==> config.mk <==
export PLATFORM = sky130hd
export DESIGN_NAME = data_mem_bridge
export DESIGN_NICKNAME = d
export VERILOG_FILES = /design/src/rtl/data_mem_bridge.sv
export SDC_FILE = /design/constraint.sdc
export NUM_CORES = 1
export LEC_CHECK = 0
export CAP_MARGIN = 20
export CELL_PAD_IN_SITES_DETAIL_PLACEMENT = 0
export CELL_PAD_IN_SITES_GLOBAL_PLACEMENT = 1
export CORE_MARGIN = 1
export CORE_UTILIZATION = 30
export CTS_CLUSTER_DIAMETER = 30
export DETAILED_ROUTE_END_ITERATION = 8
export PLACE_DENSITY = 0.86
export SETUP_SLACK_MARGIN = 0.15
export SLEW_MARGIN = 10
export SYNTH_ARGS = -nofsm -noshare
export SYNTH_HDL_FRONTEND = slang
export SYNTH_SLANG_ARGS = --single-unit
==> constraint.sdc <==
create_clock -name clk -period 3.2 [get_ports clk]
set_input_delay 0.64 -clock clk [delete_from_list [all_inputs] [get_ports clk]]
set_output_delay 0.64 -clock clk [all_outputs]
set_load 0.1 [all_outputs]
==> src/rtl/data_mem_bridge.sv <==
`default_nettype none
// ============================================================================
// Module   : data_mem_bridge
// Purpose  : Bridges the single-cycle datapath's data-memory port onto a
//            req/ack memory bus. One load or store becomes one bus
//            transaction. The core is stalled until that transaction
//            completes. Loaded words are returned on read_data.
// Revision : 1.0 - initial release
//
// Ports
//   clk              in   rising-edge clock
//   reset            in   asynchronous, active-low reset
//   mem_read         in   load strobe from control
//   mem_write        in   store strobe from control (wins over mem_read)
//   data_memory_addr in   access address from datapath
//   write_data       in   store data from datapath
//   read_data        out  registered load result, valid from DONE
//   stall            out  freezes PC / register-file writes (combinational)
//   align_fault      out  request rejected, address not word-aligned
//   bus_req          out  bus request, held until ack (registered)
//   bus_we           out  1 = write, 0 = read (registered)
//   bus_addr         out  latched address (registered)
//   bus_wdata        out  latched store data (registered)
//   bus_ack          in   bus completion, sampled on rising clk
//   bus_rdata        in   read data, valid with bus_ack
//   bus_err          out  timeout abort indicator, one DONE cycle
//
// Build option
//   DMEM_BRIDGE_TIMEOUT_EN : when defined, a REQ that sees no ack for
//   TIMEOUT_CYCLES cycles is aborted with bus_err. When undefined, REQ
//   waits indefinitely and bus_err is tied low.
// ============================================================================
module data_mem_bridge #(
    parameter int ADDR_W         = 32,
    parameter int DATA_W         = 32,
    parameter int TIMEOUT_CYCLES = 255
) (
    input  logic              clk,
    input  logic              reset,
    input  logic              mem_read,
    input  logic              mem_write,
    input  logic [ADDR_W-1:0] data_memory_addr,
    input  logic [DATA_W-1:0] write_data,
    output logic [DATA_W-1:0] read_data,
    output logic              stall,
    output logic              align_fault,
    output logic              bus_req,
    output logic              bus_we,
    output logic [ADDR_W-1:0] bus_addr,
    output logic [DATA_W-1:0] bus_wdata,
    input  logic              bus_ack,
    input  logic [DATA_W-1:0] bus_rdata,
    output logic              bus_err
);

    localparam logic [1:0] c_IDLE = 2'd0;
    localparam logic [1:0] c_REQ  = 2'd1;
    localparam logic [1:0] c_DONE = 2'd2;

    // The counter is 8 bits wide, so the limit must fit in 1..255.
    if (TIMEOUT_CYCLES < 1 || TIMEOUT_CYCLES > 255) begin : g_timeout_range_bad
        $error("data_mem_bridge: TIMEOUT_CYCLES must be in 1..255");
    end

    logic [1:0]        state_q,     state_d;
    logic              bus_req_q,   bus_req_d;
    logic              bus_we_q,    bus_we_d;
    logic [ADDR_W-1:0] bus_addr_q,  bus_addr_d;
    logic [DATA_W-1:0] bus_wdata_q, bus_wdata_d;
    logic [DATA_W-1:0] read_data_q, read_data_d;

    logic w_req_present;
    logic w_aligned;
    logic w_accept;
    logic w_timeout;

    assign w_req_present = mem_read | mem_write;
    assign w_aligned     = (data_memory_addr[1:0] == 2'b00);
    assign w_accept      = (state_q == c_IDLE) && w_req_present && w_aligned;

`ifdef DMEM_BRIDGE_TIMEOUT_EN
    localparam logic [7:0] c_TIMEOUT_LAST = 8'(TIMEOUT_CYCLES - 1);

    logic [7:0] cnt_q, cnt_d;
    logic       bus_err_q, bus_err_d;

    // cnt_q holds the number of ack-less REQ cycles already elapsed, so
    // the current cycle is the limit-th one when cnt_q equals limit-1.
    // An ack in that same cycle takes priority over the abort.
    assign w_timeout = (state_q == c_REQ) && !bus_ack && (cnt_q == c_TIMEOUT_LAST);

    always_comb begin
        cnt_d     = cnt_q;
        bus_err_d = 1'b0;
        if (w_accept) begin
            cnt_d = 8'd0;
        end else if ((state_q == c_REQ) && !bus_ack) begin
            cnt_d = cnt_q + 8'd1;
        end
        if (w_timeout) begin
            bus_err_d = 1'b1;
        end
    end

    always_ff @(posedge clk or negedge reset) begin
        if (!reset) begin
            cnt_q     <= 8'd0;
            bus_err_q <= 1'b0;
        end else begin
            cnt_q     <= cnt_d;
            bus_err_q <= bus_err_d;
        end
    end

    assign bus_err = bus_err_q;
`else
    assign w_timeout = 1'b0;
    assign bus_err   = 1'b0;
`endif

    // State and registered-output flops.
    always_ff @(posedge clk or negedge reset) begin
        if (!reset) begin
            state_q     <= c_IDLE;
            bus_req_q   <= 1'b0;
            bus_we_q    <= 1'b0;
            bus_addr_q  <= '0;
            bus_wdata_q <= '0;
            read_data_q <= '0;
        end else begin
            state_q     <= state_d;
            bus_req_q   <= bus_req_d;
            bus_we_q    <= bus_we_d;
            bus_addr_q  <= bus_addr_d;
            bus_wdata_q <= bus_wdata_d;
            read_data_q <= read_data_d;
        end
    end

    // Next-state logic. DONE always returns to IDLE, so the strobe of the
    // retiring instruction is never sampled there and cannot re-issue.
    always_comb begin
        state_d = state_q;
        case (state_q)
            c_IDLE: begin
                if (w_accept) begin
                    state_d = c_REQ;
                end
            end
            c_REQ: begin
                if (bus_ack || w_timeout) begin
                    state_d = c_DONE;
                end
            end
            c_DONE:  state_d = c_IDLE;
            default: state_d = c_IDLE;
        endcase
    end

    // Output logic: combinational stall/fault plus the next values of the
    // registered bus outputs and read data.
    always_comb begin
        bus_req_d   = bus_req_q;
        bus_we_d    = bus_we_q;
        bus_addr_d  = bus_addr_q;
        bus_wdata_d = bus_wdata_q;
        read_data_d = read_data_q;

        // Qualified with reset so both stay low while reset is held,
        // whatever the strobes are doing.
        stall       = reset && (w_accept || (state_q == c_REQ));
        align_fault = reset && (state_q == c_IDLE) && w_req_present && !w_aligned;

        case (state_q)
            c_IDLE: begin
                if (w_accept) begin
                    bus_req_d   = 1'b1;
                    bus_we_d    = mem_write;
                    bus_addr_d  = data_memory_addr;
                    bus_wdata_d = write_data;
                end
            end
            c_REQ: begin
                if (bus_ack) begin
                    bus_req_d = 1'b0;
                    if (!bus_we_q) begin
                        read_data_d = bus_rdata;
                    end
                end else if (w_timeout) begin
                    bus_req_d = 1'b0;
                    if (!bus_we_q) begin
                        read_data_d = '0;
                    end
                end
            end
            default: begin
                bus_req_d = 1'b0;
            end
        endcase
    end

    assign read_data = read_data_q;
    assign bus_req   = bus_req_q;
    assign bus_we    = bus_we_q;
    assign bus_addr  = bus_addr_q;
    assign bus_wdata = bus_wdata_q;

endmodule
`default_nettype wire

==> results.sh, run 1 <==
export IMPL_wire_per_inst_um=14.98
export IMPL_overflow=0
export IMPL_die_y_um=114.7
export IMPL_synth_edf_count=0
export IMPL_syn_cell_area_um2=3807
export IMPL_gp_congestion=0.6631
export IMPL_cts_root_buf="clkbuf_16"
export IMPL_dp_cells=583
export IMPL_n_antenna_cell=0
export IMPL_synth_nets=325
export IMPL_yosys_area_share_simple_pct=1.906
export IMPL_cts_max_level=3
export IMPL_end_kind="primary output"
export IMPL_period_share_pct=87.22
export IMPL_hold_class="input port to asynchronous set/reset pin"
export IMPL_drtAntennaViolNets=0
export IMPL_rr_startpoint="state_q[0]"
export IMPL_synth_distinct_cells=20
export IMPL_fin_setup_tns_ns=0
export IMPL_layout_drive_gt1_share_pct=50.12
export IMPL_cp_required_ns=2.56
export IMPL_fin_crit_ns=2.791
export IMPL_dp_hpwl_um=6579
export IMPL_die_w_um=114.7
export IMPL_cts_sinks=100
export IMPL_clk_latency_ns=0.34
export IMPL_finClkSkew_ns=0.003681
export IMPL_via_per_inst=4.351
export IMPL_grt_pass1_wl_um=13940
export IMPL_drt_iter0_drc=107
export IMPL_finalHoldViolCount=0
export IMPL_final_core_util_pct=49.86
export IMPL_cpPeakStageDelay_ns=0.50
export IMPL_grt_start_max_net_pins=68
export IMPL_yosys_area_share_adder_pct=0
export IMPL_status="finished clean"
export IMPL_fillers=1103
export IMPL_clockBufferDepth=2
export IMPL_numCtsBuffers=9
export IMPL_synth_main_ff_cell="dfrtp_1"
export IMPL_crit_fanout=2
export IMPL_rrSetupSlack_ns=1.44
export IMPL_synth_seq_area_share_pct=65.72
export IMPL_dieArea_um2=13150
export IMPL_core_area_um2=12210
export IMPL_worst_setup_path_start_kind="input port"
export IMPL_syn_instance_count=224
export IMPL_register_area_um2=2502
export IMPL_max_slew_worst_pin_slew_ns=0.6637
export IMPL_rows=40
export IMPL_critPathLaunch="mem_write"
export IMPL_multi_input_area_um2=1232
export IMPL_ios=202
export IMPL_synthToLayoutAreaGrowth_pct=59.91
export IMPL_cts_resized=0
export IMPL_postCtsHoldBufs=0
export IMPL_fmax_mhz=358.3
export IMPL_crit_chain="clkdlybuf4s50_1, nor2_1, or4b_4, a21boi_1, buf_12"
export IMPL_start_util_pct=31.18
export IMPL_muxShareOfSynthArea_pct=29.58
export IMPL_antenna_found_initial=0
export IMPL_synth_top_family_by_area="multiplexers"
export IMPL_slew_headroom_pct=55.76
export IMPL_final_nets=527
export IMPL_setup_viol=0
export IMPL_grt_pass1_vias=2756
export IMPL_layout_commonest_cell="buf_4"
export IMPL_cpMaxStageDelayCell="or4b_4"
export IMPL_criticalPathCategory="input port to primary output"
export IMPL_clkTransAtPathRegs_ns=0.07
export IMPL_cts_tree="done"
export IMPL_async_flop_share_pct=100.0
export IMPL_post_route_drc_count=0
export IMPL_layout_common_cells="buf_4 (102), dfrtp_1 (100), clkdlybuf4s50_1 (99), mux2_2 (78), mux2_4 (15)"
export IMPL_cts_setup_buffers=0
export IMPL_firstDrtPassIters=3
export IMPL_drt_wl_total_um=8975
export IMPL_maxCapViolCount=0
export IMPL_ys_ff_latch=100
export IMPL_num_vias=2606
export IMPL_cp_data_arrival_time_ns=2.15
export IMPL_ys_warn_count=0
export IMPL_synth_area_per_cell_um2=17.00
export IMPL_synth_compound_area_share_pct=0.4601
export IMPL_final_cells=599
export IMPL_slew_viol_final=0
export IMPL_grtUsageTotal_pct=14.08
export IMPL_numPortBuffers=200
export IMPL_synthXorXnorAreaFrac_pct=0
export IMPL_grt_setup_unrepaired="false"
## per-layer routing
layer,GRT usage (%),part of all wire [%],up-vias
met4,5.195,1.5,0
met5,0,0,-
met2,24.73,52,110
li1,-,-,1183
met1,14.93,38,1303
met3,6.141,8.4,10
## flip-flops by register name, summed over array words and instances, names as in the netlist
register and flops:
bus_we 1, state_q 2, bus_req 1, bus_addr 32
bus_wdata 32, read_data 32
## cells by family (layout without fill, tap and decap cells)
| logic type | count (synthesis) | after routing |
|---|---|---|
| AO/OA/AOI/OAI | 3 | 3 |
| buffers and inverters | 13 | 220 |
| AND/OR/NAND/NOR | 12 | 12 |
| multiplexers | 95 | 95 |
| other | 1 | 1 |
| flip-flops | 100 | 100 |
## cell type report
type	count	share of cell area, %
clock buffers	11	3.987
clock inverters	5	1.377
multi-input cells	111	20.24
flip-flops and latches	100	41.10
well taps	168	3.453
repair buffers	204	29.84
## critical path: cells and delay by family
kind            cells  cell delay, ns
simple gates        2            0.57
compound gates      1            0.23
buf+inv             2            0.69
## synthesized netlist by cell type, types with 2 or more instances
cell type | instances | area, um2
o21ai_0 | 2 | 10.01
mux2_4 | 15 | 225.2
buf_2 | 8 | 40.04
mux2_2 | 78 | 878.3
buf_6 | 3 | 33.78
nor2_1 | 2 | 7.510
mux2_1 | 2 | 22.52
nand2_1 | 2 | 7.510
and2_1 | 2 | 12.51
dfrtp_1 | 100 | 2502
## path summary, 6_finish.rpt
check | endpoint | depth (start not counted)
hold / removal | bus_addr[1] | 2
hold reg to reg | read_data[6] | 1
setup / recovery | stall | 5
min in group clk | read_data[6] | 1
max in group asynchronous | state_q[1] | 3
setup reg to reg | bus_wdata[29] | 3
## metrics by stage
| stage | hold slack [ns] | setup slack, ns | area, um2 |
|---|---|---|---|
| after floorplan | 0.3444 | -0.3809 | 3814 |
| after global placement | 0.4714 | 0.4179 | 5762 |
| after detailed placement | 0.4761 | 0.3969 | 5762 |
| after CTS | 0.4850 | 0.3963 | 6088 |
| after global routing | 0.4955 | 0.3389 | 6088 |
| final | 0.4635 | 0.4090 | 6088 |
Power of run 1 is not shown: default switching activity piles up to over one toggle a cycle in this logic, so the estimate is an artifact.
==> run 2, diff against run 1 <==
Settings changed: PLACE_DENSITY 0.86 to default, PLACE_DENSITY_LB_ADDON from default to 0.1, REMOVE_ABC_BUFFERS from default to 1.
==> run 2 against run 1 <==
Effect of this change: count of clock-buffer cells in the layout increased by 2; sequential share of layout area increased by 0.30 points; die area unchanged; worst setup slack got worse by 0.069 ns; core utilization decreased by 0.36 points; routed wire length decreased by 1.5%; critical endpoint unchanged.
==> results.sh, run 2 (synthesized netlist as in run 1, its figures left out) <==
export IMPL_status="finished clean"
export IMPL_grt_pass1_vias=2686
export IMPL_final_nets=527
export IMPL_dp_hpwl_um=6275
export IMPL_via_per_inst=4.354
export IMPL_cts_resized=0
export IMPL_slew_viol_final=0
export IMPL_num_vias=2608
export IMPL_criticalPathCategory="input port to primary output"
export IMPL_dieArea_um2=13150
export IMPL_die_w_um=114.7
export IMPL_hold_class="input port to asynchronous set/reset pin"
export IMPL_maxCapViolCount=0
export IMPL_reg2reg_depth=3
export IMPL_grt_pass1_wl_um=14120
export IMPL_rr_startpoint="state_q[0]"
export IMPL_critPathLaunch="mem_write"
export IMPL_layout_drive_gt1_share_pct=49.65
export IMPL_post_route_drc_count=0
export IMPL_overflow=0
export IMPL_cts_tree="done"
export IMPL_rows=40
export IMPL_core_area_um2=12210
export IMPL_finalHoldViolCount=0
export IMPL_crit_fanout=2
export IMPL_grt_start_max_net_pins=68
export IMPL_period_share_pct=89.38
export IMPL_wire_per_inst_um=14.76
export IMPL_cts_sinks=100
export IMPL_numCtsBuffers=9
export IMPL_cp_required_ns=2.56
export IMPL_drt_iter0_drc=50
export IMPL_die_y_um=114.7
export IMPL_slew_headroom_pct=37.47
export IMPL_layout_commonest_cell="buf_4"
export IMPL_numPortBuffers=200
export IMPL_clkTransAtPathRegs_ns=0.07
export IMPL_fin_crit_ns=2.860
export IMPL_layout_common_cells="buf_4 (102), dfrtp_1 (100), clkdlybuf4s50_1 (99), mux2_2 (78), mux2_4 (15)"
export IMPL_cp_data_arrival_time_ns=2.22
export IMPL_drtAntennaViolNets=0
export IMPL_cts_root_buf="clkbuf_16"
export IMPL_start_util_pct=31.18
export IMPL_worst_setup_path_start_kind="input port"
export IMPL_firstDrtPassIters=3
export IMPL_drt_wl_total_um=8841
export IMPL_grt_setup_unrepaired="false"
export IMPL_postCtsHoldBufs=0
export IMPL_synthToLayoutAreaGrowth_pct=58.76
export IMPL_cts_setup_buffers=0
export IMPL_grtUsageTotal_pct=14.28
export IMPL_ios=202
export IMPL_gp_congestion=0.6575
export IMPL_antenna_found_initial=0
export IMPL_setup_viol=0
export IMPL_finClkSkew_ns=0.004060
export IMPL_max_slew_worst_pin_slew_ns=0.9379
export IMPL_clockBufferDepth=2
export IMPL_n_antenna_cell=0
export IMPL_cts_max_level=3
export IMPL_clk_latency_ns=0.34
export IMPL_fin_setup_tns_ns=0
export IMPL_fmax_mhz=349.6
export IMPL_end_kind="primary output"
## run 2: worst max-delay path, stage by stage
cell	delay [ns]
clkdlybuf4s50_1	0.47
nor2_1	0.06
or4b_4	0.48
a21boi_0	0.33
buf_12	0.23
## run 2: worst paths after layout
check / end / slack (ns)
setup reg to reg: bus_addr[2] / 1.23
hold reg to reg: read_data[6] / 0.49
max in group asynchronous: bus_wdata[1] / 2.05
min in group clk: read_data[6] / 0.49
hold / removal: bus_wdata[9] / 0.16
setup / recovery: stall / 0.34
## run 2: routing by layer
layer | wire length [um] | global-route usage, % | vias to the layer above
met5 | 0 | 0 | -
met4 | 184 | 7.273 | 0
met3 | 1086 | 6.617 | 14
met2 | 3880 | 20.85 | 135
met1 | 3690 | 17.66 | 1276
li1 | - | - | 1183
## run 2: metrics by stage
stage	utilization [%]	instances	hold slack (ns)	setup slack, ns	instance area (um2)
3_5_place_dp	47.19	583	0.4777	0.3455	5763
4_1_cts	49.50	599	0.1461	0.3282	6045
5_1_grt	49.50	599	0.1533	0.2909	6045
3_3_place_gp	46.97	582	0.4732	0.3528	5736
6_report	49.50	599	0.1563	0.3399	6045
2_1_floorplan	-	211	0.3444	-2.062	3722
## run 2: cell type report
cell class | instances | area, um2
fill | 1129 | 6167
sequential | 100 | 2502
timing repair buffer | 204 | 1824
multi-input combinational | 111 | 1226
clock buffer | 13 | 260.3
tap | 168 | 210.2
clock inverter | 3 | 21.27
Power of run 2 is left out for the same reason.
==> run 3, diff against run 2 <==
Settings changed: SLEW_MARGIN 10 to 20.
==> run 3 against run 2 <==
Effect of this change: clock skew about the same; via count decreased by 0.84%; global-route usage decreased by 0.29 points; first-iteration DRC count increased by 62%; non-clock buffer count decreased by 1; routed wire length decreased by 0.44%; maximum frequency increased by 0.35%; core utilization decreased by 0.28 points; die area unchanged; cell area decreased by 0.56%; count of clock-buffer cells in the layout decreased by 1; sequential share of layout area increased by 0.23 points.
==> results.sh, run 3 (synthesized netlist as in run 1, its figures left out) <==
export IMPL_status="finished clean"
export IMPL_dp_hpwl_um=6198
export IMPL_cpPeakStageDelay_ns=0.48
export IMPL_slew_viol_final=0
export IMPL_multi_input_area_um2=1226
export IMPL_clk_latency_ns=0.34
export IMPL_dpl_cell_area_um2=5739
export IMPL_fin_ws_ns=0.3498
export IMPL_die_w_um=114.7
export IMPL_crit_chain="clkdlybuf4s50_1, nor2_1, or4b_4, a21boi_0, buf_12"
export IMPL_cts_tree="done"
export IMPL_synthToLayoutAreaGrowth_pct=57.87
export IMPL_cp_data_arrival_time_ns=2.21
export IMPL_drt_met1_wl_um=3646
export IMPL_path_buf_inv=2
export IMPL_fmax_mhz=350.9
export IMPL_post_route_drc_count=0
export IMPL_fillers=1145
export IMPL_drt_wl_total_um=8802
export IMPL_postCtsHoldBufs=0
export IMPL_layout_commonest_cell="buf_4"
export IMPL_drtAntennaViolNets=0
export IMPL_grtUsageTotal_pct=13.99
export IMPL_grt_pass1_wl_um=13900
export IMPL_grt_pass1_vias=2641
export IMPL_firstDrtPassIters=3
export IMPL_grt_start_max_net_pins=86
export IMPL_crit_fanout=2
export IMPL_setup_viol=0
export IMPL_rrSetupSlack_ns=1.21
export IMPL_top_layer="met4"
export IMPL_gp_congestion=0.6575
export IMPL_drt_iter0_drc=81
export IMPL_final_area_um2=6011
export IMPL_period_share_pct=89.07
export IMPL_n_antenna_cell=0
export IMPL_wl_met2_um=3871
export IMPL_slew_headroom_pct=37.50
export IMPL_layout_drive_gt1_share_pct=49.53
export IMPL_antenna_found_initial=0
export IMPL_grt_setup_unrepaired="false"
export IMPL_fin_setup_tns_ns=0
export IMPL_end_kind="primary output"
export IMPL_final_core_util_pct=49.22
export IMPL_place_worst_setup_slack_ns=0.3496
export IMPL_cts_root_buf="clkbuf_16"
export IMPL_worst_setup_path_start_kind="input port"
export IMPL_maxCapViolCount=0
export IMPL_numPortBuffers=200
export IMPL_core_area_um2=12210
export IMPL_finClkSkew_ns=0.004024
export IMPL_die_y_um=114.7
export IMPL_final_nets=526
export IMPL_criticalPathCategory="input port to primary output"
export IMPL_start_util_pct=31.18
export IMPL_wl_met3_um=1120
export IMPL_max_slew_worst_pin_slew_ns=0.9375
export IMPL_clockBufferDepth=2
export IMPL_clkTransAtPathRegs_ns=0.06
export IMPL_cts_resized=0
export IMPL_layout_common_cells="buf_4 (101), dfrtp_1 (100), clkdlybuf4s50_1 (99), mux2_2 (78), mux2_4 (15)"
export IMPL_overflow=0
export IMPL_hold_class="input port to asynchronous set/reset pin"
export IMPL_num_vias=2586
export IMPL_cts_setup_buffers=0
export IMPL_numCtsBuffers=9
export IMPL_cp_top_family="buffers and inverters"
export IMPL_cts_sinks=100
export IMPL_via_per_inst=4.324
export IMPL_rows=40
export IMPL_register_area_um2=2502
export IMPL_cts_max_level=3
export IMPL_wire_per_inst_um=14.72
export IMPL_ios=202
export IMPL_finalHoldViolCount=0
export IMPL_dieArea_um2=13150
export IMPL_fin_crit_ns=2.850
export IMPL_cp_required_ns=2.56
export IMPL_cpMaxStageDelayCell="or4b_4"
## run 3: changes by cell type in the layout (fill, tap and decap cells not counted), sizes merged
cell / before / now
buf: 105 / 104
clkinvlp: 1 / 2
clkbuf: 13 / 12
## run 3: metrics by stage
stage	hold slack, ns	cells
3_3_place_gp	0.4732	582
2_1_floorplan	0.3444	211
3_5_place_dp	0.4777	582
4_1_cts	0.1516	598
5_1_grt	0.1653	598
6_report	0.1628	598
## run 3: area by class of cell
| type | instances | share of cell area [%] |
|---|---|---|
| repair buffers | 203 | 29.95 |
| flip-flops and latches | 100 | 41.63 |
| clock buffers | 12 | 4.101 |
| multi-input cells | 111 | 20.40 |
| well taps | 168 | 3.497 |
| clock inverters | 4 | 0.4163 |
## run 3: per-layer routing
layer	vias up	global-route usage, %
li1	1178	-
met1	1264	16.88
met2	132	20.89
met3	12	6.776
met4	0	6.753
met5	-	0
## run 3: final timing paths
path | from | cells past startpoint | endpoint
worst max-delay path | mem_write | 5 | stall
worst min-delay path | reset | 1 | bus_wdata[2]
worst max register to register | state_q[0] | 3 | bus_addr[6]
worst min register to register | read_data[6] | 1 | read_data[6]
max in group asynchronous | reset | 2 | bus_addr[8]
min in group clk | read_data[6] | 1 | read_data[6]
## run 3: worst register-to-register path, cell delays in order (launching register included)
cell and delay [ns]:
dfrtp_1 0.43, or4b_4 0.56, buf_4 0.39, mux2_4 0.50
Power of run 3 is left out for the same reason.
==> edit (settings of run 3) <==
Put a register stage on the output `align_fault`, cleared by the reset. The value now appears one clock later. The other outputs are not delayed to match.
--- a/src/rtl/data_mem_bridge.sv
+++ b/src/rtl/data_mem_bridge.sv
@@ -58,4 +58,6 @@
     localparam logic [1:0] c_DONE = 2'd2;
 
+    logic align_fault_d;
+
     // The counter is 8 bits wide, so the limit must fit in 1..255.
     if (TIMEOUT_CYCLES < 1 || TIMEOUT_CYCLES > 255) begin : g_timeout_range_bad
@@ -170,5 +172,5 @@
         // whatever the strobes are doing.
         stall       = reset && (w_accept || (state_q == c_REQ));
-        align_fault = reset && (state_q == c_IDLE) && w_req_present && !w_aligned;
+        align_fault_d = reset && (state_q == c_IDLE) && w_req_present && !w_aligned;
 
         case (state_q)
@@ -206,4 +208,12 @@
     assign bus_wdata = bus_wdata_q;
 
+    always_ff @(posedge clk or negedge reset) begin
+        if (!reset) begin
+            align_fault <= '0;
+        end else begin
+            align_fault <= align_fault_d;
+        end
+    end
+
 endmodule
 `default_nettype wire
Formal check against the unedited RTL: not equivalent (a bounded check fails within 4 cycles, from zero or initial values and one cycle with reset low).
==> edit against run 3 <==
- synthesized area rose by 0.66%
- worst hold slack gained 0.21 ns
- sequential cell count up 1
- fmax is 1.9% lower
- final area up 0.65%
- routed wire length hardly changed
- setup slack got worse by 0.056 ns
- first-iteration DRC count increased by 3.7%
- largest cell class unchanged
- highest routed layer unchanged
Power is left out: the tool's default activity adds up to more than one toggle a clock period on the data nets, which glitch-free logic cannot reach.
==> edit: results (changes against run 3) <==
Run status
  • Status: finished clean

Synthesis
  • Post-synthesis mux area share: 0.2938 (-0.001931)
  • Synth Area in Adders: 0 (unchanged)
  • Compound-gate portion of the synthesized area: 0.004571 (-0.00003004)
  • Post-synth top cells: dfrtp_1 (101), mux2_2 (78), mux2_4 (15), buf_2 (8), buf_6 (3)
  • XOR/XNOR Fraction of Synth Area: 0 (unchanged)
  • Register area share after synthesis: 0.6595 (+0.002238)
  • Area contributors post-synth: dfrtp_1 (66%), mux2_2 (23%), mux2_4 (5.9%)
  • YS warnings: 0 (unchanged)

Placement
  • Place WS: 0.2887 ns (-0.06090 ns)
  • Placed Area: 5768 um2 (+0.50%)
  • Routability cong.: 0.7028 (+6.9%)
  • Post-DP HPWL: 6.316 mm (+1.9%)
  • # port buffers: 200 (unchanged)

CTS
  • Clock transition at path regs: 0.06 ns (about the same)
  • Clock tree buffer depth: 2 (unchanged)
  • CTS Buf Count: 9 (unchanged)

Timing
  • Worst slew pin tran: 0.7677 ns (-0.1698 ns)
  • Final Skew: 0.004599 ns (+0.0005748 ns)
  • Final period util: 0.9080 (+0.01735)

Worst setup path
  • Worst reg-to-reg setup slack: 1.46 ns (+0.25 ns)
  • Slowest-stage cell, CP: or4b_4
  • Worst R2R End: bus_addr[6]
  • Critical Path Max Stage Delay: 0.51 ns (+0.03 ns)
  • Crit path DAT: 2.27 ns (+0.06 ns)
  • CP max FO: 2 (unchanged)
  • CP endpoint: stall

Layout
  • Multi-input logic area: 1226 um2 (unchanged)
  • Share of cells above drive strength 1: 0.4930 (-0.002326)
  • ANT cells: 0 (unchanged)
  • Final net count: 528 (+0.38%)
  • Layout fillers: 1,123 (-1.9%)

Drt
  • Final wirelength: 8.810 mm (about the same)
  • Vias: 2,546 (-1.5%)
  • Initial DRT Pass Iterations: 4 (+1)
  • Detailed Route Iter0 Violations: 84 (+3.7%)

Global routing
  • Total track usage: 0.1389 (-0.001054)
  • Global-route wire length before repair: 13.84 mm (-0.45%)
  • Largest net degree at the start of global routing: 68 (-21%)
  • Vias in the first global route: 2,625 (-0.61%)
edit: cell count changes in the layout (fill, tap and decap cells not counted):
cell,run 3,this run
clkinvlp_4,2,0
clkinv_2,2,1
bufinv_16,0,1
buf_4,101,103
buf_6,1,0
dfrtp_1,100,101
edit: layout make-up:
class	count	share of cell area
tap	168	0.03475
clock buffer	12	0.04074
sequential	101	0.4178
timing repair buffer	204	0.2982
clock inverter	2	0.005791
multi-input combinational	111	0.2027
edit: how the worst min path moves through the flow:
stage,start,slack [ns],end
after global routing,reset,0.42,align_fault
after global placement,read_data[6],0.47,read_data[6]
final,reset,0.37,align_fault
after detailed placement,bus_addr[0],0.48,bus_addr[0]
after floorplan,reset,0.34,align_fault
after CTS,reset,0.39,align_fault
edit: cells by family (layout without fill, tap and decap cells):
logic type             Yosys count  count (layout)
AOI/OAI and AO/OA                3               3
buffers and inverters           13             218
other                            1               1
muxes                           95              95
and+or+nand+nor                 12              12
DFF                            101             101
edit: stage by stage:
| step | setup TNS (ns) | instances |
|---|---|---|
| after floorplan | -2.062 | 212 |
| after global placement | 0 | 584 |
| after detailed placement | 0 | 584 |
| after CTS | 0 | 598 |
| after global routing | 0 | 598 |
| final | 0 | 598 |
edit: worst max-delay path, delay by kind of cell:
kind                   cells  cell delay, ns
AO/OA/AOI/OAI              1            0.35
buffers and inverters      2            0.71
AND/OR/NAND/NOR            2            0.57
edit: per-layer routing:
metal	up-vias	routed length, um	global-route usage
li1	1176	-	-
met1	1222	3802	0.1719
met2	138	3822	0.2036
met3	10	1067	0.07644
met4	0	116	0.04935
met5	-	0	0
